[src/rtl/multicycle_ctrl_if.sv]
// multicycle_ctrl_if: boot stream port and flash write bus of the multicycle controller.
interface multicycle_ctrl_if #(parameter int WIDTH = 32);
    logic             boot_valid;
    logic             boot_ready;
    logic [WIDTH-1:0] boot_data;
    logic             flash_en;
    logic [WIDTH-1:0] flash_addr;
    logic [WIDTH-1:0] flash_data;
    modport master (output boot_valid, boot_data, input boot_ready, flash_en, flash_addr, flash_data);
    modport slave  (input boot_valid, boot_data, output boot_ready, flash_en, flash_addr, flash_data);
endinterface

[src/rtl/multicycle_ctrl.sv]
// multicycle_ctrl: boot loader plus fetch/decode/execute sequencer for an rv32i datapath.
// Define CTRL_PERF_CNT_EN to add the cycle_cnt/instret_cnt performance counters.
module multicycle_ctrl #(
    parameter int WIDTH         = 32,
    parameter int BOOT_WORDS    = 256,
    parameter bit BOOT_ON_RESET = 1'b1
) (
    input  logic                 clk,
    input  logic                 rst,
    input  logic [6:0]           opcode,
    input  logic                 run,
    multicycle_ctrl_if.slave     bus,
    output logic                 regfile_wren,
    output logic                 ir_wren,
    output logic                 pc_inc,
    output logic                 mem_wren,
    output logic                 ram_raddr_31_20,
    output logic [1:0]           regfile_load_from_alu_mem_pcp4,
    output logic                 halted
`ifdef CTRL_PERF_CNT_EN
    ,
    output logic [31:0]          cycle_cnt,
    output logic [31:0]          instret_cnt
`endif
);
    localparam int CW = $clog2(BOOT_WORDS) + 1;
    localparam logic [6:0] OP = 7'h33, OP_IMM = 7'h13, LOAD = 7'h03, STORE = 7'h23;
    localparam logic [1:0] SEL_ALU = 2'd0, SEL_MEM = 2'd1;
    typedef enum logic [3:0] {
        BOOT, IDLE, FETCH, FETCH_WAIT, DECODE, EXEC_ALU, LD_ADDR, LD_WB, ST, HALT
    } state_t;
    state_t          state, nxt;
    logic [CW-1:0]   boot_cnt;
    logic            accept;
    // boot_ready stays low during and just after reset, so no word is taken before BOOT is entered
    assign accept         = bus.boot_ready & bus.boot_valid;
    assign bus.flash_en   = accept;
    assign bus.flash_addr = accept ? WIDTH'({boot_cnt, 2'b00}) : '0;
    assign bus.flash_data = accept ? bus.boot_data : '0;
    always_comb begin
        nxt = IDLE;
        case (state)
            BOOT:       nxt = (accept && boot_cnt == CW'(BOOT_WORDS - 1)) ? IDLE : BOOT;
            IDLE:       nxt = run ? FETCH : IDLE;
            FETCH:      nxt = FETCH_WAIT;
            FETCH_WAIT: nxt = DECODE;
            DECODE:     nxt = (opcode == OP || opcode == OP_IMM) ? EXEC_ALU :
                              opcode == LOAD ? LD_ADDR : opcode == STORE ? ST : HALT;
            LD_ADDR:    nxt = LD_WB;
            EXEC_ALU, LD_WB, ST: nxt = run ? FETCH : IDLE;
            HALT:       nxt = HALT;
            default:    nxt = IDLE;
        endcase
    end
    // outputs are registered from the next state so they always match the state register
    always_ff @(posedge clk or negedge rst) begin
        if (!rst) begin
            state                          <= BOOT_ON_RESET ? BOOT : IDLE;
            boot_cnt                       <= '0;
            bus.boot_ready                 <= 1'b0;
            regfile_wren                   <= 1'b0;
            ir_wren                        <= 1'b0;
            pc_inc                         <= 1'b0;
            mem_wren                       <= 1'b0;
            ram_raddr_31_20                <= 1'b0;
            regfile_load_from_alu_mem_pcp4 <= SEL_ALU;
            halted                         <= 1'b0;
        end else begin
            state                          <= nxt;
            boot_cnt                       <= accept ? boot_cnt + 1'b1 : boot_cnt;
            bus.boot_ready                 <= nxt == BOOT;
            regfile_wren                   <= nxt == EXEC_ALU || nxt == LD_WB;
            ir_wren                        <= nxt == FETCH_WAIT;
            pc_inc                         <= nxt == EXEC_ALU || nxt == LD_WB || nxt == ST;
            mem_wren                       <= nxt == ST;
            ram_raddr_31_20                <= nxt == LD_ADDR || nxt == LD_WB || nxt == ST;
            regfile_load_from_alu_mem_pcp4 <= nxt == LD_WB ? SEL_MEM : SEL_ALU;
            halted                         <= nxt == HALT;
        end
    end
`ifdef CTRL_PERF_CNT_EN
    always_ff @(posedge clk or negedge rst) begin
        if (!rst) begin
            cycle_cnt   <= '0;
            instret_cnt <= '0;
        end else begin
            cycle_cnt   <= cycle_cnt + 32'(state != BOOT && state != HALT);
            instret_cnt <= instret_cnt + 32'(pc_inc);
        end
    end
`endif
endmodule
[src/flat_wrapper.sv]
// flat-port wrapper written by rule: the top's interface ports become plain ports
module multicycle_ctrl_flat 
#(
    parameter int WIDTH         = 32,
    parameter int BOOT_WORDS    = 256,
    parameter bit BOOT_ON_RESET = 1'b1
)
  (clk, rst, opcode, run, regfile_wren, ir_wren, pc_inc, mem_wren, ram_raddr_31_20, regfile_load_from_alu_mem_pcp4, halted, bus_boot_valid, bus_boot_data, bus_boot_ready, bus_flash_en, bus_flash_addr, bus_flash_data);
  multicycle_ctrl_if #(.WIDTH(WIDTH)) bus_i ();
  input  logic clk;
  input  logic rst;
  input  logic [6:0] opcode;
  input  logic run;
  output logic regfile_wren;
  output logic ir_wren;
  output logic pc_inc;
  output logic mem_wren;
  output logic ram_raddr_31_20;
  output logic [1:0] regfile_load_from_alu_mem_pcp4;
  output logic halted;
  input wire logic [$bits(bus_i.boot_valid)-1:0] bus_boot_valid;
  input wire logic [$bits(bus_i.boot_data)-1:0] bus_boot_data;
  output wire logic [$bits(bus_i.boot_ready)-1:0] bus_boot_ready;
  output wire logic [$bits(bus_i.flash_en)-1:0] bus_flash_en;
  output wire logic [$bits(bus_i.flash_addr)-1:0] bus_flash_addr;
  output wire logic [$bits(bus_i.flash_data)-1:0] bus_flash_data;
  assign bus_i.boot_valid = bus_boot_valid;
  assign bus_i.boot_data = bus_boot_data;
  assign bus_boot_ready = bus_i.boot_ready;
  assign bus_flash_en = bus_i.flash_en;
  assign bus_flash_addr = bus_i.flash_addr;
  assign bus_flash_data = bus_i.flash_data;
  multicycle_ctrl #(.WIDTH(WIDTH), .BOOT_WORDS(BOOT_WORDS), .BOOT_ON_RESET(BOOT_ON_RESET)) u_core (.clk(clk), .rst(rst), .opcode(opcode), .run(run), .bus(bus_i), .regfile_wren(regfile_wren), .ir_wren(ir_wren), .pc_inc(pc_inc), .mem_wren(mem_wren), .ram_raddr_31_20(ram_raddr_31_20), .regfile_load_from_alu_mem_pcp4(regfile_load_from_alu_mem_pcp4), .halted(halted));
endmodule
[config.mk]
export PLATFORM = sky130hd
export DESIGN_NAME = multicycle_ctrl_flat
export DESIGN_NICKNAME = d
export VERILOG_FILES = /design/src/rtl/multicycle_ctrl_if.sv /design/src/rtl/multicycle_ctrl.sv /design/src/flat_wrapper.sv
export SDC_FILE = /design/constraint.sdc
export NUM_CORES = 1
export LEC_CHECK = 0
export ABC_AREA = 1
export BUFFER_PORTS_ARGS = -buffer_cell sky130_fd_sc_hd__buf_2
export CAP_MARGIN = 10
export CORE_MARGIN = 1
export CORE_UTILIZATION = 37
export CTS_CLUSTER_SIZE = 16
export DETAILED_ROUTE_END_ITERATION = 7
export PLACE_DENSITY = 0.77
export SETUP_SLACK_MARGIN = 0.1
export SLEW_MARGIN = 20
export SYNTH_ARGS = -nofsm -noshare
export SYNTH_HDL_FRONTEND = slang
export SYNTH_SLANG_ARGS = --single-unit
[constraint.sdc]
create_clock -name clk -period 1.6 [get_ports clk]
set_clock_uncertainty 0.15 [all_clocks]
set_input_delay 0 -clock clk [delete_from_list [all_inputs] [get_ports clk]]
set_output_delay 0 -clock clk [all_outputs]
set_load 0.05 [all_outputs]
==> flow_metrics.tcl, run 1 <==
set metrics [dict create \
    rows 23 \
    vias 1750 \
    netlist_area_mm2 0.00161 \
    final_cells 402 \
    yosys_warnings 0 \
    wl_per_cell_um 12.0 \
    dr.pass1.iters 4 \
    grt_max_degree 27 \
    grt_pass1_vias 1456 \
    rsz0062_at_grt "yes" \
    timing.final.crit_period_ps 1840 \
    dp_cells 385 \
    slew_viol_final 0 \
    worst_slack_ps -239 \
    timing.fmax_mhz 544 \
    clock-root-buffer "clkbuf_8" \
    wirelength_um 4820 \
    async_flop_share_pct 100 \
    end_kind "flop" \
    r2r_end "u_core.pc_inc" \
    synth-seq-cells 21 \
    diodes 0 \
    synth-seq-area-share_pct 32.7 \
    required_ps 1590 \
    path_clk_slew_ps 70 \
    viasPerCell 4.35 \
    worst-r2r-setup-slack_ps -240 \
    nNetsFinal 398 \
    min_from "opcode[4]" \
    track_usage_pct 16.6 \
    synth_ff_type "dfrtp_1" \
    worstReg2RegStart "u_core.boot_cnt[0]" \
    hold-worst-slack_ps 8.60 \
    endpoint "u_core.pc_inc" \
    hold_path.class "in -> reg" \
    cts_buffer_depth 2 \
    reg2reg_depth 11 \
    dieArea_mm2 0.00461 \
    hold_viol_final 0 \
    violations "negative setup slack" \
    start_kind "flop" \
    clock-sinks 21 \
    ant_nets 0 \
    drc 0 \
    drv.max_cap_violation_count 0 \
    gp_congestion 0.856 \
    timing.final.crit_share_pct 115 \
    core_area_mm2 0.00409 \
    totalPowerFinal_w 0.00431 \
    cp_max_fo 3 \
    crit_start "u_core.boot_cnt[0]" \
    post-dp-hpwl_um 3090 \
    ys_types 24 \
    yosys.area.top_type "dfrtp_1" \
    initial_core_util_pct 39.3 \
    io_buffers 92 \
    synth-edff-count 0 \
    synthCells 236 \
    synth.area.top_cells "dfrtp_1 (33%), nor2_1 (14%), inv_1 (13%)" \
    crit_arrival_ps 1830 \
    area_growth_pct 78.7 \
    tritoncts "built" \
    synth_top_area_share_pct 32.7 \
    powerDensity_mw_per_mm2 1500 \
    die_x_um 67.9 \
    p_leak_nw 1.58 \
    drt_iter0_markers 48 \
    h-tree-depth 1 \
    critPathKind "reg -> reg" \
    cts_buffers 3 \
    peakVddDrop_mv 0.898 \
    ios 117 \
    drive_gt1_share_pct 54.8 \
    syn_avg_cell_area_um2 6.80 \
    die_h_um 67.9 \
    grt_pass1_wl_um 5860 \
    clkLatencyLatePin_ps 260 \
    antenna_found_initial 0 \
    status "finished with violations" \
    grt_overflow_total 0 \
    setup_violations 8 \
]
==> sequential cells by signal, indices dropped and copies added, names as in the netlist <==
| name | count |
|---|---|
| u_core.boot_cnt | 9 |
| u_core.state | 4 |
| u_core.bus.boot_ready | 1 |
| u_core.halted | 1 |
| u_core.ir_wren | 1 |
| u_core.mem_wren | 1 |
| u_core.pc_inc | 1 |
| u_core.ram_raddr_31_20 | 1 |
| u_core.regfile_load_from_alu_mem_pcp4 | 1 |
| u_core.regfile_wren | 1 |
==> timing repair <==
item                                    in CTS  in global routing
cloned                                       0                  1
hold endpoints to repair                    26                  0
endpoints found under the setup margin      35                 48
pin swaps                                    2                  4
buffers inserted                             1                  3
hold buffers                                 8                  0
resized for setup                            8                 95
==> per-stage QoR <==
step	cell area (um^2)	TNS [ps]	setup slack (ps)	util (%)
after floorplan	2020	-411	-95.3	-
after global placement	2440	-886	-174	59.6
after detailed placement	2440	-1710	-285	59.6
after CTS	2610	-1350	-244	63.8
after global routing	2870	-2120	-340	70.2
final	2870	-1390	-239	70.2
==> layout by cell type (no fill, tap or decap), types with 7 or more instances in the layout <==
master	n
inv_1	52
nor2_1	14
dfrtp_1	20
buf_4	35
inv_2	7
nand3_1	7
nor2_2	7
buf_2	56
nand2_1	21
dlygate4sd3_1	8
buf_6	15
nor2_4	43
conb_1	24
==> worst min path at each step <==
| stage | cells after the start | slack (ps) | endpoint |
|---|---|---|---|
| floorplan | 0 | -450 | u_core.boot_cnt[0] |
| global placement | 1 | -180 | u_core.state[2] |
| detailed placement | 1 | -170 | u_core.state[2] |
| CTS | 3 | -20 | u_core.boot_cnt[8] |
| global route | 4 | 50 | u_core.ram_raddr_31_20 |
| finish | 4 | 9 | u_core.ram_raddr_31_20 |
==> power breakdown <==
part	total, W	leakage [nW]	internal (W)	switching, W
logic	0.00307	1.29	0.000993	0.00208
clock network	0.000339	0.0228	0.000177	0.000162
registers	0.000904	0.268	0.000718	0.000186
==> area by class of cell <==
| type | instances | area, um^2 |
|---|---|---|
| multi-input combinational | 147 | 1120 |
| timing repair buffer | 120 | 887 |
| sequential | 21 | 527 |
| tap | 50 | 62.6 |
| clock buffer | 4 | 45.0 |
| inverter | 60 | 229 |
| fill | 278 | 1220 |
==> critical path, stage by stage, from the launching register on <==
cell and delay (ps):
dfrtp_1 410, ha_4 170, nand3_4 90, nor4_4 160
ha_2 220, inv_2 30, nor2_2 100, nand3_2 90
nand3_2 110, nor2_4 50, nand3_2 80, nand2_1 70
==> metal layers <==
layer  vias to the layer above  track usage, %  routed length [um]  share of wire, %
met5                         -               0                   0                 0
met4                         0            2.34                  69               1.4
met3                         8            1.00                 345               7.2
met2                        75            34.5                2750                57
met1                       800            18.4                1650                34
li1                        867               -                   -                 -
==> kinds of logic after synthesis <==
group                      after synthesis  share of synthesized area [%]
other                                    1                          0.234
buffers and inverters                   91                           28.2
and+or+nand+nor                        110                           31.3
DFF                                     21                           32.7
adders and majority gates                2                           1.56
AOI/OAI and AO/OA                        5                           2.65
xor gates and xnor gates                 6                           3.27
==> cells in the mapped netlist, drive strengths merged (2+ instances only) <==
cell	count
dfrtp	21
ha	2
o21ai	3
inv	60
buf	31
nor2	64
nand2	27
nand3	13
xor2	6
nor4	3
nor3	2
(Power assumes the default switching activity.)
==> run 2, diff against run 1 <==
- RECOVER_POWER: unset -> 50
==> run 2 against run 1 <==
Effect of this change:
- the flow still finishes with violations (negative setup slack)
- critical endpoint unchanged
- flip-flop and latch count unchanged
- worst setup slack worse by 5.4 ps
- die area did not move
- fmax fell by 0.29%
- via count is 0.46% higher
- core utilization shrank 1.5 points
- total power is 1.9% lower
- critical path type unchanged
==> flow_metrics.tcl, run 2 (synthesis results as in run 1) <==
set metrics [dict create \
    end_kind "flop" \
    timing.final.crit_period_ps 1840 \
    diodes 0 \
    io_buffers 92 \
    critPathKind "reg -> reg" \
    largest_reg_flops 9 \
    wirelength_um 4880 \
    setup_violations 12 \
    status "finished with violations" \
    start_kind "flop" \
    peakVddDrop_mv 0.882 \
    antenna_found_initial 0 \
    core_area_mm2 0.00409 \
    top_regs "u_core.boot_cnt: 9 flops, u_core.state: 4 flops" \
    cts_buffer_depth 2 \
    required_ps 1590 \
    drt_iter0_markers 43 \
    drive_gt1_share_pct 50.9 \
    cts_buffers 3 \
    timing.final.crit_share_pct 115 \
    worst_slack_ps -245 \
    post-dp-hpwl_um 3090 \
    tritoncts "built" \
    hold_path.class "in -> reg" \
    powerDensity_mw_per_mm2 1510 \
    final_cell_mix "inv_1 (52), buf_2 (47), nor2_4 (41)" \
    clkLatencyLatePin_ps 250 \
    design_area_mm2 0.00281 \
    ant_nets 0 \
    die_x_um 67.9 \
    grt_pass1_wl_um 5860 \
    crit_arrival_ps 1840 \
    vias 1758 \
    p_sw_w 0.00239 \
    area_growth_pct 74.8 \
    maxSlewHeadroom_pct 25.9 \
    ios 117 \
    gp_congestion 0.856 \
    grt_overflow_total 0 \
    post_dp_cell_area_mm2 0.00244 \
    slew_viol_final 0 \
    final_common_cell "inv_1" \
    dieArea_mm2 0.00461 \
    p_leak_nw 1.54 \
    rows 23 \
    violations "negative setup slack" \
    h-tree-depth 1 \
    clock-root-buffer "clkbuf_8" \
    regMostFlops "u_core.boot_cnt" \
    viasPerCell 4.37 \
    clock-sinks 21 \
    seq_power_share_pct 21.1 \
    post-route-util_pct 68.7 \
    path_clk_slew_ps 70 \
    hold_viol_final 0 \
    wl_per_cell_um 12.1 \
    rsz0062_at_grt "yes" \
    drc 0 \
    grt_pass1_vias 1456 \
    totalPowerFinal_w 0.00423 \
    track_usage_pct 16.6 \
    nNetsFinal 398 \
    cp_max_fo 3 \
    grt_max_degree 27 \
    combPwrFrac_pct 70.9 \
    internal_power_w 0.00184 \
    initial_core_util_pct 39.3 \
    fillerInstances 296 \
    worstMarginPinSlew_ps 1110 \
    drv.max_cap_violation_count 0 \
    die_h_um 67.9 \
    power_frac_clock_pct 8.0 \
    dr.pass1.iters 4 \
    netSwitchingFraction_pct 56.5 \
    timing.fmax_mhz 542 \
    pre_cts_ws_ps -285 \
]
run 2: cell types whose count changed in the layout (fill, tap and decap cells not counted), sizes merged:
| cell | change |
|---|---|
| buf | -10 |
| clkbuf | +10 |
run 2: power groups by stage:
stage	registers, W	logic, W	clock network, W
after floorplan	0.00108	0.00192	0
after global placement	0.000868	0.00261	0
after detailed placement	0.000875	0.00265	0
after CTS	0.000872	0.00272	0.000347
after global routing	0.000911	0.00321	0.000365
final	0.000894	0.00300	0.000337
run 2: final timing paths:
path | startpoint | endpoint | slack (ps) | cells after the start
max | u_core.boot_cnt[0] | u_core.pc_inc | -240 | 11
min | opcode[4] | u_core.ram_raddr_31_20 | 20 | 4
max reg2reg | u_core.boot_cnt[0] | u_core.pc_inc | -240 | 11
min reg2reg | u_core.boot_cnt[8] | u_core.boot_cnt[8] | 340 | 2
max in group asynchronous | rst | u_core.bus.boot_ready | 240 | 2
min in group asynchronous | rst | u_core.state[2] | 320 | 2
run 2: per-stage QoR:
stage | instances | TNS, ps | hold slack, ps
finish | 402 | -1570 | 21.0
global route | 402 | -2960 | 47.5
CTS | 398 | -1350 | -22.2
detailed placement | 385 | -1710 | -173
global placement | 385 | -886 | -181
floorplan | 259 | -411 | -446
run 2: timing repair:
action / CTS / global route
hold buffers: 8 / 0
resized for setup: 8 / 95
endpoints found under the hold margin: 26 / 0
buffers inserted: 1 / 3
endpoints found under the setup margin: 35 / 48
pin swaps: 2 / 4
cloned: 0 / 1
run 2: worst max-delay path: stages, from the launching register on:
cell and delay, ps:
dfrtp_1 410, ha_4 170, nand3_4 90, nor4_4 160, ha_2 220, inv_2 30, nor2_2 100, nand3_2 90
nand3_2 110, nor2_4 50, nand3_2 80, nand2_1 70
run 2: cell type report:
class	instances	area, um^2	area share [%]
Multi-Input combinational cell	147	1070	38.3
Tap cell	50	62.6	2.23
Timing Repair Buffer	120	870	31.0
Inverter	60	229	8.16
Sequential cell	21	527	18.8
Clock buffer	4	45.0	1.60
run 2: routing by layer:
metal | wire length, um | vias up | track usage [%]
li1 | - | 864 | -
met1 | 1700 | 806 | 18.4
met2 | 2740 | 80 | 34.5
met3 | 361 | 8 | 1.00
met4 | 69 | 0 | 2.34
met5 | 0 | - | 0
